$ cat src/rtl/eer_pkg.sv
// Shared definitions for the transmit path: word width, packet type codes,
// per-type frame lengths and the captured-frame struct.
package eer_pkg;

  localparam int unsigned WORD_WIDTH = 16;

  typedef enum logic [2:0] {
    PKT_NONE = 3'd0,
    PKT_HB   = 3'd1,
    PKT_CHE  = 3'd2,
    PKT_INV  = 3'd3,
    PKT_JOIN = 3'd4,
    PKT_DATA = 3'd5
  } pkt_type_e;

  // Total words per frame, header and checksum included
  localparam logic [3:0] LEN_HB   = 4'd6;
  localparam logic [3:0] LEN_CHE  = 4'd5;
  localparam logic [3:0] LEN_INV  = 4'd5;
  localparam logic [3:0] LEN_JOIN = 4'd5;
  localparam logic [3:0] LEN_DATA = 4'd7;

  typedef struct packed {
    pkt_type_e             ptype;
    logic [WORD_WIDTH-1:0] source_id;
    logic [WORD_WIDTH-1:0] destination_id;
    logic [WORD_WIDTH-1:0] source_hops;
    logic [WORD_WIDTH-1:0] q_value;
    logic [WORD_WIDTH-1:0] energy_left;
    logic [WORD_WIDTH-1:0] chosen_ch;
    logic [WORD_WIDTH-1:0] hops_from_ch;
  } tx_frame_t;

  function automatic logic type_is_valid(input logic [2:0] t);
    return (t >= 3'd1) && (t <= 3'd5);
  endfunction

  function automatic logic [3:0] frame_len(input pkt_type_e t);
    case (t)
      PKT_HB:   return LEN_HB;
      PKT_CHE:  return LEN_CHE;
      PKT_INV:  return LEN_INV;
      PKT_JOIN: return LEN_JOIN;
      PKT_DATA: return LEN_DATA;
      default:  return 4'd0;
    endcase
  endfunction

endpackage

$ cat src/rtl/pkt_tx_assembler_if.sv
// Valid/ready word link toward the radio/TX FIFO.
//   tx_valid : word on tx_data is valid (master -> slave)
//   tx_data  : current frame word       (master -> slave)
//   tx_last  : current word is checksum (master -> slave)
//   tx_ready : sink accepts this cycle  (slave -> master)
interface pkt_tx_assembler_if #(
  parameter int unsigned WORD_WIDTH = 16
) ();
  logic                  tx_valid;
  logic [WORD_WIDTH-1:0] tx_data;
  logic                  tx_last;
  logic                  tx_ready;

  modport master (output tx_valid, output tx_data, output tx_last, input tx_ready);
  modport slave  (input tx_valid, input tx_data, input tx_last, output tx_ready);
endinterface

$ cat src/rtl/pkt_word_sel.sv
// Combinational word selector for one captured frame.
//   i_frame     : captured frame (type + fields)
//   i_idx       : word index, 0 = header
//   o_word      : data word at i_idx (checksum is produced by the caller)
//   o_last_data : i_idx is the last word before the checksum
module pkt_word_sel import eer_pkg::*; (
  input  tx_frame_t             i_frame,
  input  logic [2:0]            i_idx,
  output logic [WORD_WIDTH-1:0] o_word,
  output logic                  o_last_data
);
  logic [3:0] w_len;

  always_comb begin
    w_len       = frame_len(i_frame.ptype);
    o_last_data = ({1'b0, i_idx} == (w_len - 4'd2));
    o_word      = '0;
    if (i_idx == 3'd0) begin
      o_word = {i_frame.ptype, 1'b0, w_len, 8'h00};
    end else begin
      case (i_frame.ptype)
        PKT_HB: case (i_idx)
          3'd1: o_word = i_frame.source_id;
          3'd2: o_word = i_frame.source_hops;
          3'd3: o_word = i_frame.q_value;
          3'd4: o_word = i_frame.energy_left;
          default: o_word = '0;
        endcase
        PKT_CHE: case (i_idx)
          3'd1: o_word = i_frame.source_id;
          3'd2: o_word = i_frame.energy_left;
          3'd3: o_word = i_frame.q_value;
          default: o_word = '0;
        endcase
        PKT_INV: case (i_idx)
          3'd1: o_word = i_frame.source_id;
          3'd2: o_word = i_frame.chosen_ch;
          3'd3: o_word = i_frame.hops_from_ch;
          default: o_word = '0;
        endcase
        PKT_JOIN: case (i_idx)
          3'd1: o_word = i_frame.source_id;
          3'd2: o_word = i_frame.destination_id;
          3'd3: o_word = i_frame.chosen_ch;
          default: o_word = '0;
        endcase
        PKT_DATA: case (i_idx)
          3'd1: o_word = i_frame.source_id;
          3'd2: o_word = i_frame.destination_id;
          3'd3: o_word = i_frame.source_hops;
          3'd4: o_word = i_frame.energy_left;
          3'd5: o_word = i_frame.q_value;
          default: o_word = '0;
        endcase
        default: o_word = '0;
      endcase
    end
  end
endmodule

$ cat src/rtl/pkt_tx_assembler.sv
// Transmit packet assembler: captures reward response fields on reward_done
// and serializes them as a typed 16-bit word frame ending in an XOR checksum.
// Holds one active and one pending frame.
//   clk, nrst            : clock, async active-low reset
//   reward_done          : capture strobe; r* fields valid this cycle
//   rPacketType, r*      : frame type and fields
//   tx                   : valid/ready word link (master side)
//   busy                 : active frame in flight or pending slot occupied
//   drop_count           : strobes lost with both slots full (saturating)
//   bad_type_count       : strobes with undefined type (saturating)
module pkt_tx_assembler #(
  parameter int unsigned WORD_WIDTH = eer_pkg::WORD_WIDTH,
  parameter int unsigned CNT_WIDTH  = 8
) (
  input  logic                    clk,
  input  logic                    nrst,
  input  logic                    reward_done,
  input  logic [2:0]              rPacketType,
  input  logic [WORD_WIDTH-1:0]   rSourceID,
  input  logic [WORD_WIDTH-1:0]   rDestinationID,
  input  logic [WORD_WIDTH-1:0]   rSourceHops,
  input  logic [WORD_WIDTH-1:0]   rQValue,
  input  logic [WORD_WIDTH-1:0]   rEnergyLeft,
  input  logic [WORD_WIDTH-1:0]   rChosenCH,
  input  logic [WORD_WIDTH-1:0]   rHopsFromCH,
  pkt_tx_assembler_if.master      tx,
  output logic                    busy,
  output logic [CNT_WIDTH-1:0]    drop_count,
  output logic [CNT_WIDTH-1:0]    bad_type_count
);
  import eer_pkg::*;

  typedef enum logic [1:0] {S_IDLE, S_SEND, S_CSUM} state_e;

  state_e                r_state,   w_state_nx;
  tx_frame_t             r_active,  w_active_nx;
  tx_frame_t             r_pend,    w_pend_nx;
  logic                  r_pend_vld, w_pend_vld_nx;
  logic [2:0]            r_idx,     w_idx_nx;
  logic [WORD_WIDTH-1:0] r_xor,     w_xor_nx;
  logic [CNT_WIDTH-1:0]  r_drop,    w_drop_nx;
  logic [CNT_WIDTH-1:0]  r_bad,     w_bad_nx;

  tx_frame_t             w_strobe_frame;
  logic [WORD_WIDTH-1:0] w_word;
  logic                  w_last_data;
  logic                  w_fire;
  logic                  w_strobe_ok;

  function automatic logic [CNT_WIDTH-1:0] sat_inc(input logic [CNT_WIDTH-1:0] c);
    return (&c) ? c : c + CNT_WIDTH'(1);
  endfunction

  assign w_strobe_frame = '{ptype:          pkt_type_e'(rPacketType),
                            source_id:      rSourceID,
                            destination_id: rDestinationID,
                            source_hops:    rSourceHops,
                            q_value:        rQValue,
                            energy_left:    rEnergyLeft,
                            chosen_ch:      rChosenCH,
                            hops_from_ch:   rHopsFromCH};

  assign w_strobe_ok = reward_done && type_is_valid(rPacketType);
  assign w_fire      = tx.tx_valid && tx.tx_ready;

  pkt_word_sel u_word_sel (
    .i_frame     (r_active),
    .i_idx       (r_idx),
    .o_word      (w_word),
    .o_last_data (w_last_data)
  );

  always_ff @(posedge clk or negedge nrst) begin
    if (!nrst) begin
      r_state    <= S_IDLE;
      r_active   <= '0;
      r_pend     <= '0;
      r_pend_vld <= 1'b0;
      r_idx      <= '0;
      r_xor      <= '0;
      r_drop     <= '0;
      r_bad      <= '0;
    end else begin
      r_state    <= w_state_nx;
      r_active   <= w_active_nx;
      r_pend     <= w_pend_nx;
      r_pend_vld <= w_pend_vld_nx;
      r_idx      <= w_idx_nx;
      r_xor      <= w_xor_nx;
      r_drop     <= w_drop_nx;
      r_bad      <= w_bad_nx;
    end
  end

  always_comb begin
    w_state_nx    = r_state;
    w_active_nx   = r_active;
    w_pend_nx     = r_pend;
    w_pend_vld_nx = r_pend_vld;
    w_idx_nx      = r_idx;
    w_xor_nx      = r_xor;
    w_drop_nx     = r_drop;
    w_bad_nx      = r_bad;

    if (reward_done && !type_is_valid(rPacketType)) w_bad_nx = sat_inc(r_bad);

    case (r_state)
      S_IDLE: begin
        if (w_strobe_ok) begin
          w_active_nx = w_strobe_frame;
          w_idx_nx    = '0;
          w_xor_nx    = '0;
          w_state_nx  = S_SEND;
        end
      end
      S_SEND: begin
        if (w_fire) begin
          w_xor_nx = r_xor ^ w_word;
          if (w_last_data) w_state_nx = S_CSUM;
          else             w_idx_nx   = r_idx + 3'd1;
        end
        if (w_strobe_ok) begin
          if (!r_pend_vld) begin
            w_pend_nx     = w_strobe_frame;
            w_pend_vld_nx = 1'b1;
          end else begin
            w_drop_nx = sat_inc(r_drop);
          end
        end
      end
      S_CSUM: begin
        if (w_fire) begin
          w_idx_nx = '0;
          w_xor_nx = '0;
          // Pending frame wins the freed active slot; a strobe in the same
          // cycle still sees both slots occupied and is dropped.
          if (r_pend_vld) begin
            w_active_nx   = r_pend;
            w_pend_vld_nx = 1'b0;
            w_state_nx    = S_SEND;
            if (w_strobe_ok) w_drop_nx = sat_inc(r_drop);
          end else if (w_strobe_ok) begin
            w_active_nx = w_strobe_frame;
            w_state_nx  = S_SEND;
          end else begin
            w_state_nx = S_IDLE;
          end
        end else if (w_strobe_ok) begin
          if (!r_pend_vld) begin
            w_pend_nx     = w_strobe_frame;
            w_pend_vld_nx = 1'b1;
          end else begin
            w_drop_nx = sat_inc(r_drop);
          end
        end
      end
      default: w_state_nx = S_IDLE;
    endcase
  end

  always_comb begin
    case (r_state)
      S_SEND:  tx.tx_data = w_word;
      S_CSUM:  tx.tx_data = r_xor;
      default: tx.tx_data = '0;
    endcase
  end

  assign tx.tx_valid     = (r_state != S_IDLE);
  assign tx.tx_last      = (r_state == S_CSUM);
  assign busy            = (r_state != S_IDLE) || r_pend_vld;
  assign drop_count      = r_drop;
  assign bad_type_count  = r_bad;

endmodule

$ cat src/flat_wrapper.sv
// flat-port wrapper written by rule: the top's interface ports become plain ports
module pkt_tx_assembler_flat import eer_pkg::*;
#(
  parameter int unsigned WORD_WIDTH = eer_pkg::WORD_WIDTH,
  parameter int unsigned CNT_WIDTH  = 8
)
  (clk, nrst, reward_done, rPacketType, rSourceID, rDestinationID, rSourceHops, rQValue, rEnergyLeft, rChosenCH, rHopsFromCH, busy, drop_count, bad_type_count, tx_tx_valid, tx_tx_data, tx_tx_last, tx_tx_ready);
  pkt_tx_assembler_if #(.WORD_WIDTH(WORD_WIDTH)) tx_i ();
  input  logic clk;
  input  logic nrst;
  input  logic reward_done;
  input  logic [2:0] rPacketType;
  input  logic [WORD_WIDTH-1:0] rSourceID;
  input  logic [WORD_WIDTH-1:0] rDestinationID;
  input  logic [WORD_WIDTH-1:0] rSourceHops;
  input  logic [WORD_WIDTH-1:0] rQValue;
  input  logic [WORD_WIDTH-1:0] rEnergyLeft;
  input  logic [WORD_WIDTH-1:0] rChosenCH;
  input  logic [WORD_WIDTH-1:0] rHopsFromCH;
  output logic busy;
  output logic [CNT_WIDTH-1:0] drop_count;
  output logic [CNT_WIDTH-1:0] bad_type_count;
  output wire logic [$bits(tx_i.tx_valid)-1:0] tx_tx_valid;
  output wire logic [$bits(tx_i.tx_data)-1:0] tx_tx_data;
  output wire logic [$bits(tx_i.tx_last)-1:0] tx_tx_last;
  input wire logic [$bits(tx_i.tx_ready)-1:0] tx_tx_ready;
  assign tx_tx_valid = tx_i.tx_valid;
  assign tx_tx_data = tx_i.tx_data;
  assign tx_tx_last = tx_i.tx_last;
  assign tx_i.tx_ready = tx_tx_ready;
  pkt_tx_assembler #(.WORD_WIDTH(WORD_WIDTH), .CNT_WIDTH(CNT_WIDTH)) u_core (.clk(clk), .nrst(nrst), .reward_done(reward_done), .rPacketType(rPacketType), .rSourceID(rSourceID), .rDestinationID(rDestinationID), .rSourceHops(rSourceHops), .rQValue(rQValue), .rEnergyLeft(rEnergyLeft), .rChosenCH(rChosenCH), .rHopsFromCH(rHopsFromCH), .tx(tx_i), .busy(busy), .drop_count(drop_count), .bad_type_count(bad_type_count));
endmodule
$ cat config.mk
export PLATFORM = sky130hd
export DESIGN_NAME = pkt_tx_assembler_flat
export DESIGN_NICKNAME = d
export VERILOG_FILES = /design/src/rtl/eer_pkg.sv /design/src/rtl/pkt_tx_assembler_if.sv /design/src/rtl/pkt_word_sel.sv /design/src/rtl/pkt_tx_assembler.sv /design/src/flat_wrapper.sv
export SDC_FILE = /design/constraint.sdc
export NUM_CORES = 1
export LEC_CHECK = 0
export ABC_AREA = 1
export BUFFER_PORTS_ARGS = -buffer_cell sky130_fd_sc_hd__buf_4
export CAP_MARGIN = 30
export CORE_UTILIZATION = 54
export DETAILED_ROUTE_END_ITERATION = 10
export PLACE_DENSITY = 0.73
export SLEW_MARGIN = 20
export SYNTH_ARGS = -nofsm -noshare
export SYNTH_HDL_FRONTEND = slang
export SYNTH_SLANG_ARGS = --single-unit
$ cat constraint.sdc
create_clock -name clk -period 2.3 [get_ports clk]
set_input_delay 0.345 -clock clk [delete_from_list [all_inputs] [get_ports clk]]
set_output_delay 0.345 -clock clk [all_outputs]
set_load 0.02 [all_outputs]
==> out/qor.yml, run 1 <==
job:
  cap_violations: 0
sta:
  final.min_clock_period_ps: 2980
  fin_tns_setup_ps: -9810
  hold_violations: 0
  slew_headroom: 0.709
  rsz0062_at_grt: "yes"
  finalSetupViolCount: 16
  fmax_mhz: 335
  setup_slack_ps: -681
  clock_skew_ps: 7.39
  post-route-period-util: 1.30
  drv_slew: 0
  tightest_slew_ps: 437
floorplanning:
  die_h_um: 166
  dieArea_um2: 27600
  die_x_um: 166
  coreArea_um2: 26300
  pin_count: 154
  num_rows: 59
  start_util: 0.554
layout:
  drive_gt1_frac: 0.234
  syn_to_final_growth_pct: 30.5
  nets: 2316
  antenna_cells: 0
  final_area_um2: 19000
routing:
  drc: 6
  vias: 14080
  viasPerCell: 5.55
  wl_um: 46300
  wl_per_cell_um: 18.3
  ant_nets: 0
  dr.first_iter.drc_count: 1439
  firstDrtPassIters: 8
yosys:
  syn_area_per_cell_um2: 7.38
  synth-edff-count: 0
  syn_nets: 2104
  netlist_area_um2: 14600
  ys_types: 34
  ys.flop_type: "dfrtp_1"
  ys_warn_count: 0
  synthCells: 1973
  async_reset_ff_frac: 1.00
  synth-seq-area-share: 0.461
  ys_ff_latch: 268
grt:
  grt_first_pass_wirelength_um: 72500
  grt_pass1_vias: 13419
  grt_use_total: 0.333
  overflow: 0
  antenna_found_initial: 0
  grt_max_degree: 91
cts:
  clock_latency_ps: 570
  cts_root_buf: "clkbuf_16"
  path_clk_slew_ps: 60
  cts_inserted_buffers: 29
  cts.sinks: 268
  clockBufferDepth: 3
  cts_tree: "done"
  ctsHtreeMaxLevel: 1
worst_setup_path:
  rr_worst_depth: 8
  critPathArrivalTime_ps: 2640
  r2r_slack_ps: 50
  critPathRequiredTime_ps: 1960
  cp-start-kind: "register"
  r2r-start: "u_core.r_state[1]$_DFFE_PN0P_"
  end_kind: "output port"
  cp_max_fo: 6
  criticalPathCategory: "register to output port"
  reg2reg_to: "u_core.r_active[49]$_DFFE_PN0P_"
pwr:
  p_leak_nw: 9.61
  peakVddDrop_mv: 0.792
  power_density_nw_per_um2: 1240
outcome:
  status: "complete, but fails checks"
  violations: "DRC, setup timing"
hold_path:
  hold_path_depth: 3
  worstHoldPathType: "primary input to register"
  hp-start: "rDestinationID[8]"
  hold_end: "u_core.r_pend[88]$_DFFE_PN0P_"
place:
  port_buffers: 153
  placed_area_um2: 16800
  routabilityCongestion: 1.02
  dp_hpwl_um: 31700
-- worst max-delay path, cell delays in order (launching register included) --
cell and delay (ps):
dfrtp_2 450, ha_4 180, ha_4 230, buf_12 160, buf_16 140, nand2_4 70, nand2_2 50, nor2_2 100
nor2_1 50, nor2_2 130, nand3_2 160, nand3_2 130, a21oi_4 70, buf_6 150
-- report_power, final --
part	leakage, nW	switching (mW)	internal, mW
Combinational	5.93	6.45	4.15
Clock	0.449	1.93	2.66
Sequential	3.23	1.66	6.74
Total	9.61	10.0	13.5
-- layout make-up --
class / count / area, µm²
clock inverter: 12 / 135
timing repair buffer: 298 / 2960
multi-input combinational: 1285 / 6830
sequential: 268 / 6710
fill: 2114 / 7290
inverter: 303 / 1140
tap: 335 / 419
clock buffer: 37 / 796
-- worst max path at each step --
stage                                            from        endpoint
final                     u_core.r_idx[0]$_DFFE_PN0P_  tx_tx_data[14]
after detailed placement  u_core.r_idx[1]$_DFFE_PN0P_   tx_tx_data[2]
after global placement    u_core.r_idx[1]$_DFFE_PN0P_   tx_tx_data[2]
after floorplan           u_core.r_idx[2]$_DFFE_PN0P_   tx_tx_data[3]
after global routing      u_core.r_idx[0]$_DFFE_PN0P_  tx_tx_data[11]
after CTS                 u_core.r_idx[1]$_DFFE_PN0P_  tx_tx_data[14]
-- cells by family (layout without fill, tap and decap cells) --
| logic type | after synthesis | in the layout | share of synthesized area |
|---|---|---|---|
| DFF | 268 | 268 | 0.461 |
| xor gates and xnor gates | 12 | 12 | 0.00722 |
| and+or+nand+nor | 848 | 848 | 0.238 |
| AOI/OAI and AO/OA | 413 | 413 | 0.164 |
| buffers and inverters | 420 | 650 | 0.119 |
| adders and majority gates | 12 | 12 | 0.0103 |
-- per-layer routing --
| layer | vias to the layer above | routed length (µm) | global-route usage |
|---|---|---|---|
| met5 | - | 0 | 0 |
| met4 | 0 | 1800 | 0.120 |
| met3 | 100 | 2690 | 0.0505 |
| met2 | 487 | 21800 | 0.547 |
| met1 | 6754 | 20100 | 0.448 |
| li1 | 6739 | - | - |
-- registers in the layout, indices dropped and copies added, names as in the netlist --
name / count
u_core.r_active: 115
u_core.r_pend: 115
u_core.r_xor: 16
u_core.bad_type_count: 8
u_core.drop_count: 8
u_core.r_idx: 3
u_core.r_state: 2
u_core.r_pend_vld: 1
-- Yosys cell counts (34+ instances only) --
| master | number | share of area |
|---|---|---|
| dfrtp_1 | 268 | 0.46 |
| clkbuf_1 | 34 | 0.0088 |
| o21ai_0 | 156 | 0.054 |
| o21ai_1 | 37 | 0.013 |
| nor2_1 | 195 | 0.050 |
| a21oi_1 | 89 | 0.031 |
| nand3_1 | 158 | 0.054 |
| buf_2 | 54 | 0.019 |
| inv_1 | 294 | 0.076 |
| nand2_1 | 466 | 0.12 |
| o211ai_1 | 115 | 0.059 |
-- per-stage QoR --
stage | worst slack, ps | cells | util | total power [mW] | hold WS (ps)
2_1_floorplan | 17.8 | 1973 | - | 13.6 | 49.4
3_5_place_dp | -278 | 2449 | 0.641 | 17.3 | 292
4_1_cts | -676 | 2521 | 0.698 | 22.7 | 18.8
6_report | -681 | 2538 | 0.723 | 23.6 | 31.3
3_3_place_gp | -222 | 2449 | 0.641 | 17.1 | 296
5_1_grt | -785 | 2538 | 0.723 | 25.0 | 29.5
-- cells in the final DEF (no fill, tap or decap), types with 9 or more instances in the layout --
master	instances
nand3_2	33
inv_1	287
inv_2	13
buf_4	223
nand2_2	44
nand2_4	9
nand4_1	18
a21oi_1	73
nor2_2	28
buf_6	31
clkbuf_16	35
o21ai_1	41
o211ai_1	115
a21oi_4	12
nand2_1	414
dfrtp_1	265
buf_12	29
o21ai_0	147
nor2_1	170
nand3_1	124
-- what timing repair did --
action | 4_1_cts | 5_1_grt
hold endpoints to repair | 46 | 0
buffers inserted | 18 | 11
hold buffers | 1 | 0
cloned | 4 | 6
endpoints found under the setup margin | 24 | 120
pin swaps | 35 | 61
resized for setup | 79 | 126
(Power assumes the default switching activity.)
==> run 2, diff against run 1 <==
--- a/config.mk
+++ b/config.mk
@@ -8,9 +8,10 @@
 export ABC_AREA = 1
 export BUFFER_PORTS_ARGS = -buffer_cell sky130_fd_sc_hd__buf_4
 export CAP_MARGIN = 30
-export CORE_UTILIZATION = 54
+export CORE_UTILIZATION = 30
 export DETAILED_ROUTE_END_ITERATION = 10
-export PLACE_DENSITY = 0.73
+export GPL_TIMING_DRIVEN = 0
+export PLACE_DENSITY = 0.42
 export SLEW_MARGIN = 20
 export SYNTH_ARGS = -nofsm -noshare
 export SYNTH_HDL_FRONTEND = slang
==> constraint.sdc (replaced) <==
create_clock -name clk -period 2.95 [get_ports clk]
set_input_delay 0.4425 -clock clk [delete_from_list [all_inputs] [get_ports clk]]
set_output_delay 0.4425 -clock clk [all_outputs]
set_load 0.02 [all_outputs]
==> run 2 against run 1 <==
The flow finishes with violations (setup timing). First-iteration DRC count is 22% lower. Worst hold slack better by 120 ps. Cell count is 13% higher. Sequential power shrank 21%. Global-route usage decreased by 9.7 points. Setup slack better by 480 ps. Core utilization decreased by 32 points. Count of clock-buffer cells in the layout is 17 higher. Critical path type is now register to register.
==> out/qor.yml, run 2 (synthesis gave the netlist of run 1 again) <==
outcome:
  violations: "setup timing"
  status: "complete, but fails checks"
job:
  cap_violations: 0
cts:
  path_clk_slew_ps: 60
  ctsHtreeMaxLevel: 2
  cts_tree: "done"
  clock_latency_ps: 560
  cts.sinks: 268
  cts_inserted_buffers: 36
  cts_root_buf: "clkbuf_16"
  clockBufferDepth: 3
routing:
  drc: 0
  wl_per_cell_um: 20.2
  ant_nets: 0
  dr.first_iter.drc_count: 1127
  vias: 14147
  firstDrtPassIters: 5
  viasPerCell: 4.92
  wl_um: 58100
worst_setup_path:
  cpMaxStageDelayCell: "dfrtp_2"
  critPathTopFamily: "buffers and inverters"
  path_buf_inv: 21
  cp_max_fo: 4
  crit_path_frequent_cell: "buf_4"
  criticalPathCategory: "register to register"
  r2r-start: "u_core.r_idx[0]$_DFFE_PN0P_"
  reg2reg_to: "u_core.r_idx[0]$_DFFE_PN0P_"
  critPathRequiredTime_ps: 3380
  rr_worst_depth: 23
  critPathArrivalTime_ps: 3580
  worst_path_largest_cell_delay_ps: 420
  cp-start-kind: "register"
  crit_chain: "inv_4 -> buf_6 -> buf_4 -> buf_4 -> buf_4 -> buf_4 -> buf_4 -> buf_4 -> buf_4 -> buf_4 -> buf_4 -> buf_4 -> buf_4 -> buf_4 -> buf_4 -> buf_4 -> buf_4 -> buf_4 -> buf_4 -> buf_4 -> buf_6 -> nand3_2 -> o21ai_2"
  r2r_slack_ps: -200
  end_kind: "register"
floorplanning:
  num_rows: 80
  start_util: 0.304
  die_x_um: 222
  pin_count: 154
  die_h_um: 222
  coreArea_um2: 47800
  dieArea_um2: 49400
layout:
  syn_to_final_growth_pct: 32.3
  multiInputGateArea_um2: 6760
  final_common_cell: "nand2_1"
  nets: 2363
  regArea_um2: 6710
  layout_common_cells: "nand2_1, inv_1, dfrtp_1, buf_4, nor2_1"
  drive_gt1_frac: 0.235
  n_fill_cell: 5052
  top_regs: "u_core.r_active (115), u_core.r_pend (115), u_core.r_xor (16)"
  final_util: 0.403
sta:
  slew_headroom: 0.538
  final.min_clock_period_ps: 3150
  hold_violations: 0
  clock_skew_ps: 18.8
  post-route-period-util: 1.07
  drv_slew: 0
  rsz0062_at_grt: "yes"
  fmax_mhz: 317
  setup_slack_ps: -202
  tightest_slew_ps: 693
  fin_tns_setup_ps: -1820
  finalSetupViolCount: 16
place:
  port_buffers: 153
  dp_hpwl_um: 42500
  routabilityCongestion: 0.938
grt:
  grt_pass1_vias: 13939
  antenna_found_initial: 0
  grt_max_degree: 88
  overflow: 0
  grt_first_pass_wirelength_um: 87400
  grt_use_total: 0.236
pwr:
  power.switching_mw: 8.36
  total_power_mw: 19.1
  p_leak_nw: 9.60
  p_int_mw: 10.7
  p_comb_frac: 0.429
  clkPwrFrac: 0.226
  swShare: 0.438
  power_density_nw_per_um2: 992
  peakVddDrop_mv: 0.368
  pwr-share-seq: 0.345
hold_path:
  hold_path_depth: 3
  hold_end: "u_core.r_pend[44]$_DFFE_PN0P_"
  worstHoldPathType: "primary input to register"
  hp-start: "rEnergyLeft[12]"
## run 2: changes by cell type in the layout (fill, tap and decap cells not counted), moves of 7 or more
cell      change
nor2_2        -9
a21oi_2      +11
clkbuf_1     +27
buf_2        +39
a21oi_4      -12
buf_4        -13
buf_12       -19
buf_6         -8
clkbuf_8      +7
## run 2: power groups by stage
stage	Clock, mW	Combinational, mW	Sequential [mW]
6_report	4.32	8.19	6.60
5_1_grt	4.59	9.08	6.75
4_1_cts	4.44	7.71	6.53
3_5_place_dp	0	6.98	6.56
3_3_place_gp	0	6.91	6.55
2_1_floorplan	0	4.45	6.01
## run 2: worst reg2reg max path: cells and delay by family, from the launching register on
family,cells,cell delay (ps)
DFF,1,420
AOI/OAI and AO/OA,1,60
and+or+nand+nor,1,70
buffers and inverters,21,2490
## run 2: per-stage QoR
| step | hold slack, ps | setup slack (ps) | area [µm²] | cells |
|---|---|---|---|---|
| detailed placement | 377 | -417 | 16600 | 2744 |
| finish | 151 | -202 | 19300 | 2875 |
| floorplan | 147 | 384 | 14600 | 1973 |
| global route | 149 | -279 | 19300 | 2873 |
| global placement | 466 | -1240 | 16500 | 2741 |
| CTS | 129 | -240 | 18600 | 2860 |
## run 2: timing repair
| item | 4_1_cts | 5_1_grt |
|---|---|---|
| endpoints found under the setup margin | 16 | 80 |
| pin swaps | 39 | 65 |
| resized for setup | 119 | 159 |
| cloned | 0 | 2 |
| hold buffers | 1 | 0 |
| hold endpoints to repair | 39 | 0 |
| setup buffers | 51 | 15 |
## run 2: worst max-delay path by stage
stage / startpoint / to / slack [ps] / cells after the start
6_report: u_core.r_idx[0]$_DFFE_PN0P_ / u_core.r_idx[0]$_DFFE_PN0P_ / -200 / 23
5_1_grt: u_core.r_idx[0]$_DFFE_PN0P_ / tx_tx_data[3] / -280 / 15
4_1_cts: u_core.r_idx[2]$_DFFE_PN0P_ / tx_tx_data[5] / -240 / 14
3_5_place_dp: u_core.r_idx[2]$_DFFE_PN0P_ / tx_tx_data[2] / -420 / 15
3_3_place_gp: nrst / u_core.r_pend[105]$_DFFE_PN0P_ / -1240 / 1
2_1_floorplan: u_core.r_idx[2]$_DFFE_PN0P_ / tx_tx_data[7] / 380 / 14
## run 2: final cells by class
| class | instances | area share |
|---|---|---|
| buffer | 115 | 0.0405 |
| clock inverter | 10 | 0.00338 |
| inverter | 303 | 0.0603 |
| multi-input combinational | 1285 | 0.351 |
| sequential | 268 | 0.348 |
| antenna | 2 | 0.000260 |
| timing repair buffer | 223 | 0.0994 |
| tap | 615 | 0.0399 |
| clock buffer | 54 | 0.0571 |
## run 2: routing by layer
metal	track usage	part of all wire
met5	0	0
met4	0.0961	0.038
met3	0.0266	0.034
met2	0.375	0.46
met1	0.327	0.46
